--- src/rtl/mem_bus_arbiter_if.sv ---
// Core-side request/response signals and external memory bus of mem_bus_arbiter.
// The master modport is the arbiter's view; slave is the core plus memory.
interface mem_bus_arbiter_if #(
  parameter int RW     = 16,
  parameter int I_SIZE = 32
);
  logic              i_f_req_active;
  logic [RW-1:0]     i_f_req_addr;
  logic [I_SIZE-1:0] o_f_data;
  logic              o_f_data_valid;
  logic              i_d_req;
  logic              i_d_we;
  logic [RW-1:0]     i_d_addr;
  logic [RW-1:0]     i_d_wdata;
  logic [RW-1:0]     o_d_rdata;
  logic              o_d_ack;
  logic              o_bus_req;
  logic              o_bus_we;
  logic [RW+1:0]     o_bus_addr;
  logic [RW-1:0]     o_bus_wdata;
  logic [RW-1:0]     i_bus_rdata;
  logic              i_bus_ack;
  logic              o_bus_err;

  modport master (
    input  i_f_req_active, i_f_req_addr, i_d_req, i_d_we, i_d_addr, i_d_wdata,
    input  i_bus_rdata, i_bus_ack,
    output o_f_data, o_f_data_valid, o_d_rdata, o_d_ack,
    output o_bus_req, o_bus_we, o_bus_addr, o_bus_wdata, o_bus_err
  );

  modport slave (
    output i_f_req_active, i_f_req_addr, i_d_req, i_d_we, i_d_addr, i_d_wdata,
    output i_bus_rdata, i_bus_ack,
    input  o_f_data, o_f_data_valid, o_d_rdata, o_d_ack,
    input  o_bus_req, o_bus_we, o_bus_addr, o_bus_wdata, o_bus_err
  );
endinterface

--- src/rtl/mem_bus_arbiter.sv ---
// Shares one 16-bit memory bus between instruction fetch (two beats) and data access (one beat)
// with a per-beat watchdog. Define ARB_ROUND_ROBIN_EN for round-robin ties; default is data-first.
module mem_bus_arbiter #(
  parameter int RW      = 16,
  parameter int I_SIZE  = 32,
  parameter int TIMEOUT = 255
) (
  input logic               i_clk,
  input logic               i_rst,
  mem_bus_arbiter_if.master bus
);
  localparam int CW = (TIMEOUT > 1) ? $clog2(TIMEOUT + 1) : 1;

  typedef enum logic [1:0] {IDLE, I_LO, I_HI, D_ACC} state_t;

  state_t        state_q, state_d;
  logic          gap_q, dropped_q, d_we_q;
  logic [CW-1:0] wd_cnt_q;
  logic [RW-1:0] f_addr_q, d_addr_q, d_wdata_q, beat_rdata;
  logic          f_req_eff, d_req_eff, grant_f, grant_d;
  logic          beat_active, wd_expire, beat_done, req_live;

  // A requester whose response pulses this cycle is still asserted; it must not be regranted.
  assign f_req_eff = bus.i_f_req_active && !bus.o_f_data_valid;
  assign d_req_eff = bus.i_d_req && !bus.o_d_ack;

`ifdef ARB_ROUND_ROBIN_EN
  logic last_fetch_q;

  assign grant_f = f_req_eff && (!d_req_eff || !last_fetch_q);

  always_ff @(posedge i_clk or negedge i_rst) begin
    if (!i_rst)
      last_fetch_q <= 1'b1;
    else if (state_q == IDLE && (grant_f || grant_d))
      last_fetch_q <= grant_f;
  end
`else
  assign grant_f = f_req_eff && !d_req_eff;
`endif
  assign grant_d = d_req_eff && !grant_f;

  // gap_q holds the bus idle for one cycle between the low and high fetch beats.
  assign beat_active = (state_q != IDLE) && !gap_q;
  assign wd_expire   = (TIMEOUT != 0) && beat_active && !bus.i_bus_ack &&
                       (wd_cnt_q == CW'(TIMEOUT - 1));
  assign beat_done   = beat_active && (bus.i_bus_ack || wd_expire);
  assign beat_rdata  = bus.i_bus_ack ? bus.i_bus_rdata : {RW{1'b1}};
  assign req_live    = (state_q == D_ACC) ? bus.i_d_req : bus.i_f_req_active;
  assign bus.o_bus_req = beat_active;

  always_ff @(posedge i_clk or negedge i_rst) begin
    if (!i_rst)
      state_q <= IDLE;
    else
      state_q <= state_d;
  end

  always_comb begin
    state_d         = state_q;
    bus.o_bus_addr  = '0;
    bus.o_bus_we    = 1'b0;
    bus.o_bus_wdata = '0;
    case (state_q)
      IDLE: begin
        if (grant_d)
          state_d = D_ACC;
        else if (grant_f)
          state_d = I_LO;
      end
      I_LO: begin
        bus.o_bus_addr = {1'b0, f_addr_q, 1'b0};
        if (beat_done)
          state_d = I_HI;
      end
      I_HI: begin
        bus.o_bus_addr = {1'b0, f_addr_q, 1'b1};
        if (beat_done)
          state_d = IDLE;
      end
      D_ACC: begin
        bus.o_bus_addr  = {1'b1, 1'b0, d_addr_q};
        bus.o_bus_we    = d_we_q;
        bus.o_bus_wdata = d_we_q ? d_wdata_q : '0;
        if (beat_done)
          state_d = IDLE;
      end
      default: state_d = IDLE;
    endcase
    if (!beat_active) begin
      bus.o_bus_addr  = '0;
      bus.o_bus_we    = 1'b0;
      bus.o_bus_wdata = '0;
    end
  end

  // Request fields are frozen at grant; a requester that lets go mid-transaction loses its pulse.
  always_ff @(posedge i_clk or negedge i_rst) begin
    if (!i_rst) begin
      gap_q              <= 1'b0;
      dropped_q          <= 1'b0;
      wd_cnt_q           <= '0;
      f_addr_q           <= '0;
      d_addr_q           <= '0;
      d_wdata_q          <= '0;
      d_we_q             <= 1'b0;
      bus.o_f_data       <= '0;
      bus.o_f_data_valid <= 1'b0;
      bus.o_d_rdata      <= '0;
      bus.o_d_ack        <= 1'b0;
      bus.o_bus_err      <= 1'b0;
    end else begin
      gap_q              <= (state_q == I_LO) && beat_done;
      wd_cnt_q           <= (beat_active && !bus.i_bus_ack) ? wd_cnt_q + CW'(1) : '0;
      bus.o_bus_err      <= wd_expire;
      bus.o_f_data_valid <= 1'b0;
      bus.o_d_ack        <= 1'b0;
      if (state_q == IDLE) begin
        dropped_q <= 1'b0;
        if (grant_f)
          f_addr_q <= bus.i_f_req_addr;
        if (grant_d) begin
          d_addr_q  <= bus.i_d_addr;
          d_wdata_q <= bus.i_d_wdata;
          d_we_q    <= bus.i_d_we;
        end
      end else if (!req_live) begin
        dropped_q <= 1'b1;
      end
      if (beat_done) begin
        case (state_q)
          I_LO: bus.o_f_data[RW-1:0] <= beat_rdata;
          I_HI: begin
            bus.o_f_data[I_SIZE-1:RW] <= beat_rdata;
            bus.o_f_data_valid        <= req_live && !dropped_q;
          end
          D_ACC: begin
            bus.o_d_rdata <= d_we_q ? '0 : beat_rdata;
            bus.o_d_ack   <= req_live && !dropped_q;
          end
          default: ;
        endcase
      end
    end
  end
endmodule

--- src/flat_wrapper.sv ---
// flat-port wrapper written by rule: the top's interface ports become plain ports
module mem_bus_arbiter_flat 
#(
  parameter int RW      = 16,
  parameter int I_SIZE  = 32,
  parameter int TIMEOUT = 255
)
  (i_clk, i_rst, bus_i_f_req_active, bus_i_f_req_addr, bus_i_d_req, bus_i_d_we, bus_i_d_addr, bus_i_d_wdata, bus_i_bus_rdata, bus_i_bus_ack, bus_o_f_data, bus_o_f_data_valid, bus_o_d_rdata, bus_o_d_ack, bus_o_bus_req, bus_o_bus_we, bus_o_bus_addr, bus_o_bus_wdata, bus_o_bus_err);
  mem_bus_arbiter_if #(.RW(RW), .I_SIZE(I_SIZE)) bus_i ();
  input logic i_clk;
  input logic i_rst;
  input wire logic [$bits(bus_i.i_f_req_active)-1:0] bus_i_f_req_active;
  input wire logic [$bits(bus_i.i_f_req_addr)-1:0] bus_i_f_req_addr;
  input wire logic [$bits(bus_i.i_d_req)-1:0] bus_i_d_req;
  input wire logic [$bits(bus_i.i_d_we)-1:0] bus_i_d_we;
  input wire logic [$bits(bus_i.i_d_addr)-1:0] bus_i_d_addr;
  input wire logic [$bits(bus_i.i_d_wdata)-1:0] bus_i_d_wdata;
  input wire logic [$bits(bus_i.i_bus_rdata)-1:0] bus_i_bus_rdata;
  input wire logic [$bits(bus_i.i_bus_ack)-1:0] bus_i_bus_ack;
  output wire logic [$bits(bus_i.o_f_data)-1:0] bus_o_f_data;
  output wire logic [$bits(bus_i.o_f_data_valid)-1:0] bus_o_f_data_valid;
  output wire logic [$bits(bus_i.o_d_rdata)-1:0] bus_o_d_rdata;
  output wire logic [$bits(bus_i.o_d_ack)-1:0] bus_o_d_ack;
  output wire logic [$bits(bus_i.o_bus_req)-1:0] bus_o_bus_req;
  output wire logic [$bits(bus_i.o_bus_we)-1:0] bus_o_bus_we;
  output wire logic [$bits(bus_i.o_bus_addr)-1:0] bus_o_bus_addr;
  output wire logic [$bits(bus_i.o_bus_wdata)-1:0] bus_o_bus_wdata;
  output wire logic [$bits(bus_i.o_bus_err)-1:0] bus_o_bus_err;
  assign bus_i.i_f_req_active = bus_i_f_req_active;
  assign bus_i.i_f_req_addr = bus_i_f_req_addr;
  assign bus_i.i_d_req = bus_i_d_req;
  assign bus_i.i_d_we = bus_i_d_we;
  assign bus_i.i_d_addr = bus_i_d_addr;
  assign bus_i.i_d_wdata = bus_i_d_wdata;
  assign bus_i.i_bus_rdata = bus_i_bus_rdata;
  assign bus_i.i_bus_ack = bus_i_bus_ack;
  assign bus_o_f_data = bus_i.o_f_data;
  assign bus_o_f_data_valid = bus_i.o_f_data_valid;
  assign bus_o_d_rdata = bus_i.o_d_rdata;
  assign bus_o_d_ack = bus_i.o_d_ack;
  assign bus_o_bus_req = bus_i.o_bus_req;
  assign bus_o_bus_we = bus_i.o_bus_we;
  assign bus_o_bus_addr = bus_i.o_bus_addr;
  assign bus_o_bus_wdata = bus_i.o_bus_wdata;
  assign bus_o_bus_err = bus_i.o_bus_err;
  mem_bus_arbiter #(.RW(RW), .I_SIZE(I_SIZE), .TIMEOUT(TIMEOUT)) u_core (.i_clk(i_clk), .i_rst(i_rst), .bus(bus_i));
endmodule
--- config.mk ---
export PLATFORM = sky130hd
export DESIGN_NAME = mem_bus_arbiter_flat
export DESIGN_NICKNAME = d
export VERILOG_FILES = /design/src/rtl/mem_bus_arbiter_if.sv /design/src/rtl/mem_bus_arbiter.sv /design/src/flat_wrapper.sv
export SDC_FILE = /design/constraint.sdc
export NUM_CORES = 1
export LEC_CHECK = 0
export ABC_AREA = 1
export BUFFER_PORTS_ARGS = -buffer_cell sky130_fd_sc_hd__buf_4
export CAP_MARGIN = 10
export CORE_MARGIN = 2
export CORE_UTILIZATION = 45
export CTS_BUF_LIST = sky130_fd_sc_hd__clkbuf_4 sky130_fd_sc_hd__clkbuf_8
export DETAILED_ROUTE_END_ITERATION = 10
export PLACE_DENSITY = 0.72
export SLEW_MARGIN = 20
export SYNTH_ARGS = -nofsm -noshare
export SYNTH_HDL_FRONTEND = slang
export SYNTH_SLANG_ARGS = --single-unit
--- constraint.sdc ---
create_clock -name i_clk -period 2.35 [get_ports i_clk]
set_clock_uncertainty 0.05 [all_clocks]
set_input_delay 0.5875 -clock i_clk [delete_from_list [all_inputs] [get_ports i_clk]]
set_output_delay 0.5875 -clock i_clk [all_outputs]
set_load 0.02 [all_outputs]
==> results_dict.tcl <==
set metrics [dict create \
    tightest_slew_ns 0.568 \
    initial_core_util 0.466 \
    power_density_mw_per_mm2 1360 \
    cts_buffer_depth 2 \
    num_rows 37 \
    fp.dieArea_sq_mm 0.0116 \
    slew_viol_final 0 \
    grt_pass1_vias 3990 \
    antenna_found_initial 0 \
    synth_compound_area_frac 0.0936 \
    first_iter_violations 225 \
    n_antenna_cell 0 \
    synth_seq_cells 112 \
    hold_viol 0 \
    ir_drop_mv 0.827 \
    netlist_instances 554 \
    drc 0 \
    core_area_sq_mm 0.0104 \
    ioPinCount 157 \
    cp.required_ns 1.71 \
    cp_top_family "flip-flops" \
    vias 4169 \
    synthXorXnorAreaFrac 0.00181 \
    routedWlPerCell_um 13.9 \
    finalWeightedCongestion 0.834 \
    dr.pass1.iters 4 \
    syn2layout_area_growth_pct 32.9 \
    cp_cell_sequence "nor2_4 -> nor2_4 -> buf_4 -> o21ai_0 -> nor2_1 -> buf_4" \
    cts_tree "built" \
    finalNonFillerCells 856 \
    end_kind "primary output" \
    arrival_ns 1.58 \
    critPathMaxStageDelay_ns 0.45 \
    wirelength_um 11900 \
    run_status "complete, no violations" \
    nets 787 \
    slew_headroom 0.619 \
    p_leak_nw 3.37 \
    cp_num_cells 6 \
    path_buf_inv 2 \
    numCtsBuffers 9 \
    maxCapViolCount 0 \
    grt_pass1_wl_um 19700 \
    power.total_mw 8.71 \
    syn_area_sq_mm 0.00484 \
    cts_root_buffer "clkbuf_8" \
    hold_slack_ns 0.113 \
    syn_area_per_cell_sq_um 8.73 \
    grt_usage 0.214 \
    clkSlewWorstSetupHoldPaths_ns 0.11 \
    placedCellCount 834 \
    rr_worst_depth 11 \
    min_period_over_period 0.944 \
    cts.sinks 112 \
    place_hpwl_um 8640 \
    setup_violations 0 \
    yosys-mux-area-fraction 0.0372 \
    postRouteAntennaNets 0 \
    yosysWarnings 0 \
    ys_seq_area_frac 0.579 \
    overflow 0 \
    synth_fp_nets 626 \
    cp-startpoint "u_core.state_q[1]" \
    io_buffer_count 156 \
    min_period_ns 2.22 \
    hold_path_class "in2async" \
    worstPathMaxFanout 8 \
    holdBufCountCts 0 \
    fmax_mhz 451 \
    design_area_sq_mm 0.00643 \
    via_per_inst 4.87 \
    die_h_um 108 \
    synth-adder-area-share 0.00517 \
    crit_slowest_cell "dfrtp_2" \
    crit_type "reg2out" \
    critPathLaunchType "register" \
    drive_gt1_frac 0.324 \
    synth_top_family_by_area "simple AND/OR/NAND/NOR gates" \
    rr_startpoint "u_core.wd_cnt_q[0]" \
    yosysUniqueCellTypes 26 \
    placed_area_sq_mm 0.00617 \
    grt_max_degree 45 \
    clock_latency_ns 0.36 \
    h-tree-depth 3 \
    yosys.area_share.simple 0.235 \
    die_x_um 108 \
]
-- cells in the mapped netlist --
cell type	number	area, sq um
nand3_1	3	15.0
or2_2	16	100
buf_2	6	30.0
inv_2	3	11.3
buf_4	2	15.0
clkinv_1	1	3.75
dfrtp_1	112	2800
nand2_2	1	6.26
ha_1	2	25.0
xor2_1	1	8.76
nor3_1	3	15.0
mux2_1	4	45.0
buf_6	1	11.3
nor2_4	2	22.5
nor2_8	1	20.0
o21ai_1	12	60.1
inv_1	28	105
nor2_1	63	236
nor2_2	3	18.8
o211ai_1	1	7.51
mux2_2	12	135
nand2_1	184	691
o21ai_0	72	360
clkbuf_1	15	56.3
a21oi_1	5	25.0
nand3_2	1	10.0
-- power breakdown --
part / internal, mW / leakage, nW / switching (mW)
Combinational: 1.72 / 1.88 / 2.61
Clock: 0.473 / 0.0931 / 0.626
Sequential: 2.79 / 1.39 / 0.487
Total: 4.99 / 3.37 / 3.72
-- worst register-to-register path: cells and delay by family (launching register included) --
family | cells | cell delay (ns)
adder cells (fa/ha/maj) | 1 | 0.14
buffers and inverters | 2 | 0.36
flip-flops | 1 | 0.42
AND/OR/NAND/NOR | 8 | 0.89
-- metal layers --
metal	GRT usage	share of wire
met5	0	0
met4	0.0522	0.010
met3	0.0448	0.082
met2	0.332	0.46
met1	0.308	0.45
-- stage by stage --
step                setup TNS, ns  utilization  setup WS [ns]
finish                          0        0.620          0.131
floorplan                       0            -          0.139
CTS                             0        0.619         0.0139
detailed placement              0        0.595          0.265
global placement                0        0.595          0.348
global route            -0.000757        0.620      -0.000757
-- worst paths after layout --
| check | end | slack [ns] |
|---|---|---|
| min | u_core.bus.o_f_data[18] | 0.11 |
| max in group asynchronous | u_core.f_addr_q[14] | 1.49 |
| min reg2reg | u_core.d_addr_q[3] | 0.43 |
| max | bus_o_bus_addr[10] | 0.13 |
| max reg2reg | u_core.bus.o_f_data[14] | 0.42 |
| min in group i_clk | u_core.d_addr_q[14] | 0.37 |
-- state kept, by name (all words and copies together) (netlist names), 2 cells and up --
signal and cells:
u_core.bus.o_f_data 32, u_core.bus.o_d_rdata 16, u_core.d_addr_q 16, u_core.d_wdata_q 16, u_core.f_addr_q 16, u_core.wd_cnt_q 8, u_core.state_q 2
-- cells in the final DEF (no fill, tap or decap), drive strengths merged --
| cell type | count |
|---|---|
| nor2 | 69 |
| dfrtp | 112 |
| xor2 | 1 |
| or2 | 16 |
| ha | 2 |
| inv | 31 |
| nand2 | 185 |
| clkinv | 1 |
| nor3 | 3 |
| o21ai | 84 |
| clkbuf | 13 |
| o211ai | 1 |
| clkinvlp | 3 |
| nand3 | 4 |
| a21oi | 5 |
| mux2 | 16 |
| buf | 174 |
-- logic make-up (layout without fill, tap and decap cells) --
| kind of cell | count (synthesis) | in the layout |
|---|---|---|
| AO/OA/AOI/OAI | 90 | 90 |
| XOR/XNOR | 1 | 1 |
| adder cells (fa/ha/maj) | 2 | 2 |
| buffers and inverters | 56 | 222 |
| flip-flops | 112 | 112 |
| multiplexers | 16 | 16 |
| AND/OR/NAND/NOR | 277 | 277 |
-- cell type report --
| class | instances | area (sq um) |
|---|---|---|
| fillers | 904 | 3940 |
| inverters | 32 | 124 |
| well taps | 136 | 170 |
| flip-flops and latches | 112 | 2810 |
| clock inverters | 3 | 23.8 |
| multi-input cells | 386 | 1820 |
| repair buffers | 174 | 1320 |
| clock buffers | 13 | 166 |
-- timing repair --
action,in CTS,in global routing
pin swaps,1,0
buffers inserted,6,0
resized for setup,3,5
endpoints found under the setup margin,32,31
Note: power is estimated with default switching activity, not from simulation.
